File: src/rtl/seq_divider.sv
// seq_divider: multi-cycle restoring divider producing one quotient bit per clock.
// Unsigned by default. Defining the macro SIGNED_DIV_EN adds the i_is_signed port and a
// two's-complement mode: magnitudes are divided and the signs are applied on the final edge.
// Results and div_by_zero hold their values until the next division completes.
module seq_divider #(
   parameter int unsigned WIDTH = 8
) (
   input  logic             i_clk,
   input  logic             i_reset,      // asynchronous, active-low
   input  logic             i_start,
   input  logic [WIDTH-1:0] i_dividend,
   input  logic [WIDTH-1:0] i_divisor,
`ifdef SIGNED_DIV_EN
   input  logic             i_is_signed,
`endif
   output logic             o_busy,
   output logic             o_ack,
   output logic [WIDTH-1:0] o_quotient,
   output logic [WIDTH-1:0] o_remainder,
   output logic             o_div_by_zero
);

   localparam int unsigned      CntW    = $clog2(WIDTH + 1);
   localparam logic [CntW-1:0]  LastCnt = CntW'(WIDTH - 1);
   localparam logic [WIDTH-1:0] One     = WIDTH'(1);

   typedef enum logic [1:0] {StIdle, StRun, StDone} state_e;

   state_e           r_state;
   state_e           w_state_nxt;

   // Partial remainder is stored in WIDTH bits: after each restore it is below the divisor.
   // The shifted value used for the compare carries the extra bit.
   logic [WIDTH-1:0] r_rem;
   logic [WIDTH-1:0] r_quo;
   logic [WIDTH-1:0] r_dsr;
   logic [CntW-1:0]  r_cnt;
   logic [WIDTH-1:0] r_quotient;
   logic [WIDTH-1:0] r_remainder;
   logic             r_dz;

   logic             w_dsr_zero;
   logic [WIDTH-1:0] w_dvd_mag;
   logic [WIDTH-1:0] w_dsr_mag;
   logic [WIDTH:0]   w_rem_shift;
   logic             w_ge;
   logic [WIDTH-1:0] w_rem_step;
   logic [WIDTH-1:0] w_quo_step;
   logic [WIDTH-1:0] w_quo_res;
   logic [WIDTH-1:0] w_rem_res;

   assign w_dsr_zero = (i_divisor == '0);

   // One restoring step: shift in the next dividend bit, subtract if it fits.
   assign w_rem_shift = {r_rem, r_quo[WIDTH-1]};
   assign w_ge        = (w_rem_shift >= {1'b0, r_dsr});
   assign w_rem_step  = w_ge ? WIDTH'(w_rem_shift - {1'b0, r_dsr}) : w_rem_shift[WIDTH-1:0];
   assign w_quo_step  = {r_quo[WIDTH-2:0], w_ge};

`ifdef SIGNED_DIV_EN
   logic w_dvd_neg;
   logic w_dsr_neg;
   logic r_neg_q;
   logic r_neg_r;

   assign w_dvd_neg = i_is_signed & i_dividend[WIDTH-1];
   assign w_dsr_neg = i_is_signed & i_divisor[WIDTH-1];
   // Most-negative magnitude still fits as an unsigned WIDTH-bit value.
   assign w_dvd_mag = w_dvd_neg ? (~i_dividend + One) : i_dividend;
   assign w_dsr_mag = w_dsr_neg ? (~i_divisor + One) : i_divisor;
   // Quotient truncates toward zero; remainder follows the dividend's sign.
   assign w_quo_res = r_neg_q ? (~w_quo_step + One) : w_quo_step;
   assign w_rem_res = r_neg_r ? (~w_rem_step + One) : w_rem_step;

   // Capture result signs when a division is launched
   always_ff @(posedge i_clk or negedge i_reset) begin
      if (!i_reset) begin
         r_neg_q <= 1'b0;
         r_neg_r <= 1'b0;
      end else if (r_state == StIdle && i_start) begin
         r_neg_q <= w_dvd_neg ^ w_dsr_neg;
         r_neg_r <= w_dvd_neg;
      end
   end
`else
   assign w_dvd_mag = i_dividend;
   assign w_dsr_mag = i_divisor;
   assign w_quo_res = w_quo_step;
   assign w_rem_res = w_rem_step;
`endif

   // State register
   always_ff @(posedge i_clk or negedge i_reset) begin
      if (!i_reset) begin
         r_state <= StIdle;
      end else begin
         r_state <= w_state_nxt;
      end
   end

   // Next-state logic
   always_comb begin
      w_state_nxt = r_state;
      case (r_state)
         StIdle: begin
            if (i_start) begin
               w_state_nxt = w_dsr_zero ? StDone : StRun;
            end
         end
         StRun: begin
            if (r_cnt == LastCnt) begin
               w_state_nxt = StDone;
            end
         end
         StDone:  w_state_nxt = StIdle;
         default: w_state_nxt = StIdle;
      endcase
   end

   // Status outputs decoded from the state register
   always_comb begin
      o_busy = 1'b0;
      o_ack  = 1'b0;
      case (r_state)
         StRun: begin
            o_busy = 1'b1;
         end
         StDone: begin
            o_busy = 1'b1;
            o_ack  = 1'b1;
         end
         default: begin
            o_busy = 1'b0;
            o_ack  = 1'b0;
         end
      endcase
   end

   // Operand capture, iteration and result registers
   always_ff @(posedge i_clk or negedge i_reset) begin
      if (!i_reset) begin
         r_rem       <= '0;
         r_quo       <= '0;
         r_dsr       <= '0;
         r_cnt       <= '0;
         r_quotient  <= '0;
         r_remainder <= '0;
         r_dz        <= 1'b0;
      end else begin
         case (r_state)
            StIdle: begin
               if (i_start) begin
                  if (w_dsr_zero) begin
                     r_quotient  <= '1;
                     r_remainder <= i_dividend;
                     r_dz        <= 1'b1;
                  end else begin
                     r_rem <= '0;
                     r_quo <= w_dvd_mag;
                     r_dsr <= w_dsr_mag;
                     r_cnt <= '0;
                  end
               end
            end
            StRun: begin
               r_rem <= w_rem_step;
               r_quo <= w_quo_step;
               r_cnt <= r_cnt + CntW'(1);
               if (r_cnt == LastCnt) begin
                  r_quotient  <= w_quo_res;
                  r_remainder <= w_rem_res;
                  r_dz        <= 1'b0;
               end
            end
            default: begin
            end
         endcase
      end
   end

   assign o_quotient    = r_quotient;
   assign o_remainder   = r_remainder;
   assign o_div_by_zero = r_dz;

endmodule

File: config.mk
export PLATFORM = sky130hd
export DESIGN_NAME = seq_divider
export DESIGN_NICKNAME = d
export VERILOG_FILES = /design/src/rtl/seq_divider.sv
export SDC_FILE = /design/constraint.sdc
export NUM_CORES = 1
export LEC_CHECK = 0
export ABC_AREA = 1
export BUFFER_PORTS_ARGS = -buffer_cell sky130_fd_sc_hd__buf_2
export CAP_MARGIN = 20
export CORE_MARGIN = 2
export CORE_UTILIZATION = 55
export DETAILED_ROUTE_END_ITERATION = 12
export GPL_ROUTABILITY_DRIVEN = 0
export PLACE_DENSITY = 0.77
export SETUP_SLACK_MARGIN = 0.1
export SLEW_MARGIN = 20
export SYNTH_ARGS = -nofsm -noshare
export SYNTH_HDL_FRONTEND = slang
export SYNTH_SLANG_ARGS = --single-unit
File: constraint.sdc
create_clock -name i_clk -period 5.3 [get_ports i_clk]
set_input_delay 1.06 -clock i_clk [delete_from_list [all_inputs] [get_ports i_clk]]
set_output_delay 1.06 -clock i_clk [all_outputs]
set_load 0.02 [all_outputs]
==> run metrics, run 1 <==
commonest cells after routing, fill and taps aside=nand2_1, inv_1, dfrtp_1, buf_2, o21ai_0; CP Class=flop to flop; Post-Synth Simple-Gate Area=0.3282; Req. time, crit path=5490 ps; headroom to the max-slew limit=0.4085; Hold-fix buffers, CTS=0; CTS max path bufs=2; critical path's largest stage delay=580 ps; RSZ-0062 raised after global routing=false; sequential area share after synthesis=0.4141; initial antenna violation count=0; clk slew on worst S/H paths=90 ps; antenna cells=0; CTS root buf=clkbuf_8; Async SR Flop Fraction=1.000; Max Slew Vio Count=0; Pre-Repair DR Iteration Count=4; die height=75.86 um; vias=2413; Fin. Hold Viols=0; first-pass GRT wire length=10.14 mm; commonest non-fill, non-tap cell in the layout=nand2_1; count of cell types in the netlist=30; drt via density=5.059; HPWL reported at the end of detailed placement=4.464 mm; fraction of layout cells with a size suffix above 1=0.1843; main flop type after synthesis=dfrtp_1; Core ar.=5042 um^2; syn avg cell area=7.615 um^2; post-CTS setup buffer count=0; initial drt markers=115; number of global-route vias before repair=2245; DRC violations left=0; combinational family with the most area after synthesis=simple AND/OR/NAND/NOR gates; Skew-Pair Late Insertion Delay=300 ps; worst path cell trace=inv_1 > ha_2 > inv_2 > a21oi_1 > nand2_1 > inv_2 > o21ai_0 > o21a_1; # port buffers=37; largest net degree at the start of global routing=48; pwr/cell area=560.5 nW/um^2; I/O pin count=38; row count=26; CTS tree=built; Starting Density=0.5633; post-synthesis compound-gate area fraction=0.08502; Worst Max-Slew Pin Slew=885.1 ps; xor/xnor share of the synthesized area=0.01542; mux share of post-synthesis cell area=0; slack of the critical path=2447 ps; leakage power=0.001767 uW; Detail Route Antenna Nets=0; cts bufs inserted=5; number of flops mapped to enable cells by yosys=0; final WL=6.010 mm; H-tree depth=2; setup_tns=0 ps; Fmax=350.5 MHz; final instance area=3143 um^2; area grow syn2layout=10.66%; area of placed instances=3054 um^2; # resized after CTS=0; synth warn=0; Synth Area in Adders=0.05991; most frequent CP cell=inv_2; Die Wd=75.86 um; startpoint types=flop; Final Setup Violations=0; arrival time worst endpoint=3050 ps; area of the die=5755 um^2; Peak VDD IR=0.3518 mV; Max-cap violations=0; final net count=438; pre-CTS setup slack=2033 ps; register bit total from synthesis=47; Final min period=2853 ps; post-route clock period utilization=0.5383; slowest cell on the critical path=ha_2; Clock Skew=7.910 ps; CTS Sinks=47; crit-path max FO=31; Mapped Cells=373; gr ovfl total=0; HP Class=flop to flop; synthesized area=2840 um^2; critical path endpoint category=flop; WL/cell=12.60 um; GR Util All Layers=0.2341; status=finished, final reports clean; syn nets=405
## worst max-delay path: cells and delay by family, from the launching register on
kind	cells	cell delay, ps
buf+inv	3	770
flops	1	400
compound gates	3	470
fa+ha+maj	1	580
simple gates	1	530
## cell families (layout without fill, tap and decap cells)
kind of cell / count (synthesis) / after routing
xor gates and xnor gates: 5 / 5
buffers and inverters: 69 / 103
adders and majority gates: 13 / 13
AOI/OAI and AO/OA: 45 / 45
and+or+nand+nor: 194 / 194
DFF: 47 / 47
## metal layers
layer | routed length, um | global-route usage
met5 | 0 | 0
met4 | 72 | 0.05848
met3 | 274 | 0.04233
met2 | 2853 | 0.3784
met1 | 2810 | 0.3274
## report_power, final
group | leakage, uW | internal [uW] | switching (uW)
logic | 0.00114 | 313 | 636
clock network | 0.0000477 | 90.5 | 121
registers | 0.000582 | 509 | 92.3
## state kept, by name, indices dropped and copies added, names as in the netlist
| register | flops |
|---|---|
| r_dsr | 8 |
| o_quotient | 8 |
| o_div_by_zero | 1 |
| r_cnt | 4 |
| r_quo | 8 |
| r_rem | 8 |
| r_state | 2 |
| o_remainder | 8 |
## per-stage QoR
stage          hold WS (ps)  utilization  total power [uW]  std cells
2_1_floorplan         448.8            -              1326        373
3_3_place_gp          465.4       0.6057              1532        469
3_5_place_dp          469.1       0.6057              1557        469
4_1_cts               491.0       0.6223              1772        477
5_1_grt               518.9       0.6233              1939        477
6_report              486.4       0.6233              1762        477
## worst paths after layout
check | slack [ps] | cells after the start | to | start
worst min-delay path | 490 | 2 | o_quotient[6] | o_quotient[6]
max in group asynchronous | 4140 | 1 | r_state[0] | i_reset
worst max-delay path | 2450 | 8 | r_cnt[0] | r_state[1]
worst min register to register | 490 | 2 | o_quotient[6] | o_quotient[6]
worst max register to register | 2450 | 8 | r_cnt[0] | r_state[1]
min in group asynchronous | 750 | 1 | r_dsr[6] | i_reset
## cells in the mapped netlist (2+ instances only)
library cell,count,area share
nand2_2,4,0.0088
nand3_2,9,0.032
inv_2,3,0.0040
ha_1,12,0.053
nand4_1,11,0.024
xnor2_1,3,0.0093
dfrtp_1,47,0.41
buf_2,8,0.014
o21ai_0,26,0.046
a21oi_1,14,0.025
o31ai_1,2,0.0053
nand3_1,19,0.033
or2_1,8,0.018
inv_1,55,0.073
nor2_2,7,0.015
nand2_1,109,0.14
nor2_1,22,0.029
xor2_1,2,0.0062
## cell type report
cell class	instances	area (um^2)
fillers	473	1899
multi-input cells	257	1390
flip-flops and latches	47	1176
inverters	58	217.7
repair buffers	37	187.7
well taps	70	87.58
clock buffers	5	68.82
clock inverters	3	15.01
Power figures use the tool's default switching activity.
==> run 2: changes to the inputs <==
--- a/config.mk
+++ b/config.mk
@@ -5,7 +5,7 @@
 export SDC_FILE = /design/constraint.sdc
 export NUM_CORES = 1
 export LEC_CHECK = 0
-export ABC_AREA = 1
+export ABC_AREA = 0
 export BUFFER_PORTS_ARGS = -buffer_cell sky130_fd_sc_hd__buf_2
 export CAP_MARGIN = 20
 export CORE_MARGIN = 2
==> constraint.sdc (replaced) <==
create_clock -name i_clk -period 2.8 [get_ports i_clk]
set_input_delay 0.56 -clock i_clk [delete_from_list [all_inputs] [get_ports i_clk]]
set_output_delay 0.56 -clock i_clk [all_outputs]
set_load 0.02 [all_outputs]
==> run 2 against run 1 <==
  * Global-route usage decreased by 0.70 points
  * Die area is 5.5% lower
  * Via count down 8.0%
  * First-iteration DRC count decreased by 5.2%
  * Sequential share of layout area is 2.1 points higher
  * Area after synthesis decreased by 5.9%
  * Combinational power is 120% higher
  * Synthesized cell count decreased by 22%
  * Clock skew rose by 2.8 ps
  * Sequential power up 89%
  * Register-to-register slack worse by 2100 ps
  * Routed wire length decreased by 5.2%
  * Highest routed layer unchanged
==> run metrics, run 2 <==
delay-heaviest family, CP=compound AO/OA/AOI/OAI gates; RR Startpoint=r_rem[5]; synthesized area=2674 um^2 (-5.9%); gr ovfl total=0 (unchanged); Starting Density=0.5699 (+0.006591); Final min period=2425 ps (-427.6 ps); Worst Max-Slew Pin Slew=1085 ps (+199.9 ps); syn avg cell area=9.188 um^2 (+21%); I/O pin count=38 (unchanged); commonest non-fill, non-tap cell in the layout=dfrtp_1; critical path endpoint category=flop; Yosys top cell by area=dfrtp_1; HP Class=primary input to async pin; number of global-route vias before repair=2029 (-9.6%); final net count=359 (-18%); cts bufs inserted=5 (unchanged); WL/cell=14.91 um (+18%); startpoint types=flop; setup_tns=0 ps (unchanged); Mapped Cells=291 (-22%); Skew-Pair Late Insertion Delay=300 ps (about the same); # port buffers=37 (unchanged); count of cell types in the netlist=47 (+57%); status=finished, final reports clean; Max-cap violations=0 (unchanged); first-pass GRT wire length=9.480 mm (-6.5%); Hold-fix buffers, CTS=0 (unchanged); main flop type after synthesis=dfrtp_1; leakage power=0.001356 uW (-23%); number of flops mapped to enable cells by yosys=0 (unchanged); antenna cells=0 (unchanged); sequential area share after synthesis=0.4399 (+0.02577); xor/xnor share of the synthesized area=0.009827 (-0.005592); Final Setup Violations=0 (unchanged); Pre-Repair DR Iteration Count=4 (unchanged); Fmax=412.3 MHz (+18%); Synth top area share=0.4399 (+0.02577); post-route clock period utilization=0.8661 (+0.3279); Peak VDD IR=0.6049 mV (+72%); CTS max path bufs=2 (unchanged); area of the die=5435 um^2 (-5.5%); CTS root buf=clkbuf_8; fraction of layout cells with a size suffix above 1=0.1921 (+0.007798); Synth Area in Adders=0.06364 (+0.003729); critical path's largest stage delay=450 ps (-130 ps); RSZ-0062 raised after global routing=false; most frequent cell after synthesis=dfrtp_1; vias=2220 (-8.0%); post-synthesis compound-gate area fraction=0.2279 (+0.1429); Async SR Flop Fraction=1.000 (unchanged); CTS Sinks=47 (unchanged); Fin. Hold Viols=0 (unchanged); Die Wd=73.73 um (-2.8%); syn nets=323 (-20%); worst path cell trace=ha_1 > a21oi_1 > o221ai_2 > a21oi_2 > mux2_2 > a221oi_1; clk slew on worst S/H paths=90 ps (about the same); GR Util All Layers=0.2270 (-0.007035); post-CTS setup buffer count=0 (unchanged); CTS tree=built; area grow syn2layout=11.28%; pwr/cell area=1224 nW/um^2 (+120%); Critical Path Start=r_rem[5]; drt via density=5.812 (+15%); Max Slew Vio Count=0 (unchanged); final WL=5.697 mm (-5.2%); CP Class=flop to flop; Clock Skew=10.70 ps (+2.789 ps); HPWL reported at the end of detailed placement=4.202 mm (-5.9%); Core ar.=4692 um^2 (-6.9%); die height=73.73 um (-2.8%); initial antenna violation count=0 (unchanged); commonest cells after routing, fill and taps aside=dfrtp_1, o21ai_0, buf_2, nand2_1, inv_1; arrival time worst endpoint=2620 ps (-430 ps); WP buf/inv=0 (-3); crit-path max FO=7 (-77%); initial drt markers=109 (-5.2%); Post-Synth Simple-Gate Area=0.1404 (-0.1878); largest net degree at the start of global routing=48 (unchanged); Synth area leaders=dfrtp_1, o21ai_0, ha_1; headroom to the max-slew limit=0.2767 (-0.1318); mux share of post-synthesis cell area=0.05428 (+0.05428); register bit total from synthesis=47 (unchanged); Detail Route Antenna Nets=0 (unchanged); power after layout=3641 uW (+110%); synth cell count leaders=dfrtp_1, o21ai_0, nand2_1; row count=25 (-3.8%); synth warn=0 (unchanged); DRC violations left=0 (unchanged); slowest cell on the critical path=dfrtp_1; Req. time, crit path=2990 ps (-2500 ps); H-tree depth=2 (unchanged); combinational family with the most area after synthesis=compound AO/OA/AOI/OAI gates; # resized after CTS=0 (unchanged)
## run 2: cell count changes after synthesis, moves of 5 or more
| cell | before | now |
|---|---|---|
| a221oi_1 | 0 | 5 |
| inv_1 | 55 | 27 |
| mux2i_1 | 0 | 10 |
| nand2_1 | 109 | 35 |
| nand3_1 | 19 | 7 |
| nand3_2 | 9 | 1 |
| nand4_1 | 11 | 0 |
| nor2_2 | 7 | 0 |
| o21ai_0 | 26 | 44 |
| or2_1 | 8 | 0 |
## run 2: cell type report
type	count	area [um^2]
fillers	376	1717
multi-input cells	204	1326
flip-flops and latches	47	1176
repair buffers	41	215.2
inverters	28	105.1
clock buffers	6	72.57
well taps	54	67.56
clock inverters	2	12.51
## run 2: metrics by stage
step | hold WS (ps) | area, um^2 | setup WS [ps] | utilization | instances
final | 328.3 | 2975 | 374.9 | 0.6341 | 382
after global routing | 384.9 | 2975 | 101.4 | 0.6341 | 382
after CTS | 357.3 | 2975 | 339.7 | 0.6341 | 382
after detailed placement | 478.4 | 2890 | 348.8 | 0.6160 | 374
after global placement | 465.9 | 2890 | 368.1 | 0.6160 | 374
after floorplan | 264.4 | 2674 | 683.8 | - | 291
## run 2: final timing paths
kind	slack (ps)	endpoint	cells after the start
min reg2reg	490	r_quo[7]	2
min in group i_clk	490	r_quo[7]	2
min	330	o_quotient[1]	2
max in group asynchronous	2060	r_state[0]	2
max reg2reg	370	o_remainder[0]	6
max	370	o_remainder[0]	6
## run 2: kinds of logic after synthesis
family / after synthesis
fa+ha+maj: 13
compound gates: 95
mux: 14
buf+inv: 40
xor+xnor: 3
flops: 47
simple gates: 79
## run 2: where the power goes
part	switching (uW)	internal, uW	total [uW]
logic	1310	793	2110
clock network	224	175	399
registers	175	962	1140
total	1710	1930	3640
## run 2: metal layers
metal / vias to the layer above / share of wire / track usage
li1: 1094 / - / -
met5: - / 0 / 0
met2: 50 / 0.48 / 0.3571
met3: 9 / 0.029 / 0.03704
met1: 1067 / 0.48 / 0.3200
met4: 0 / 0.015 / 0.07677
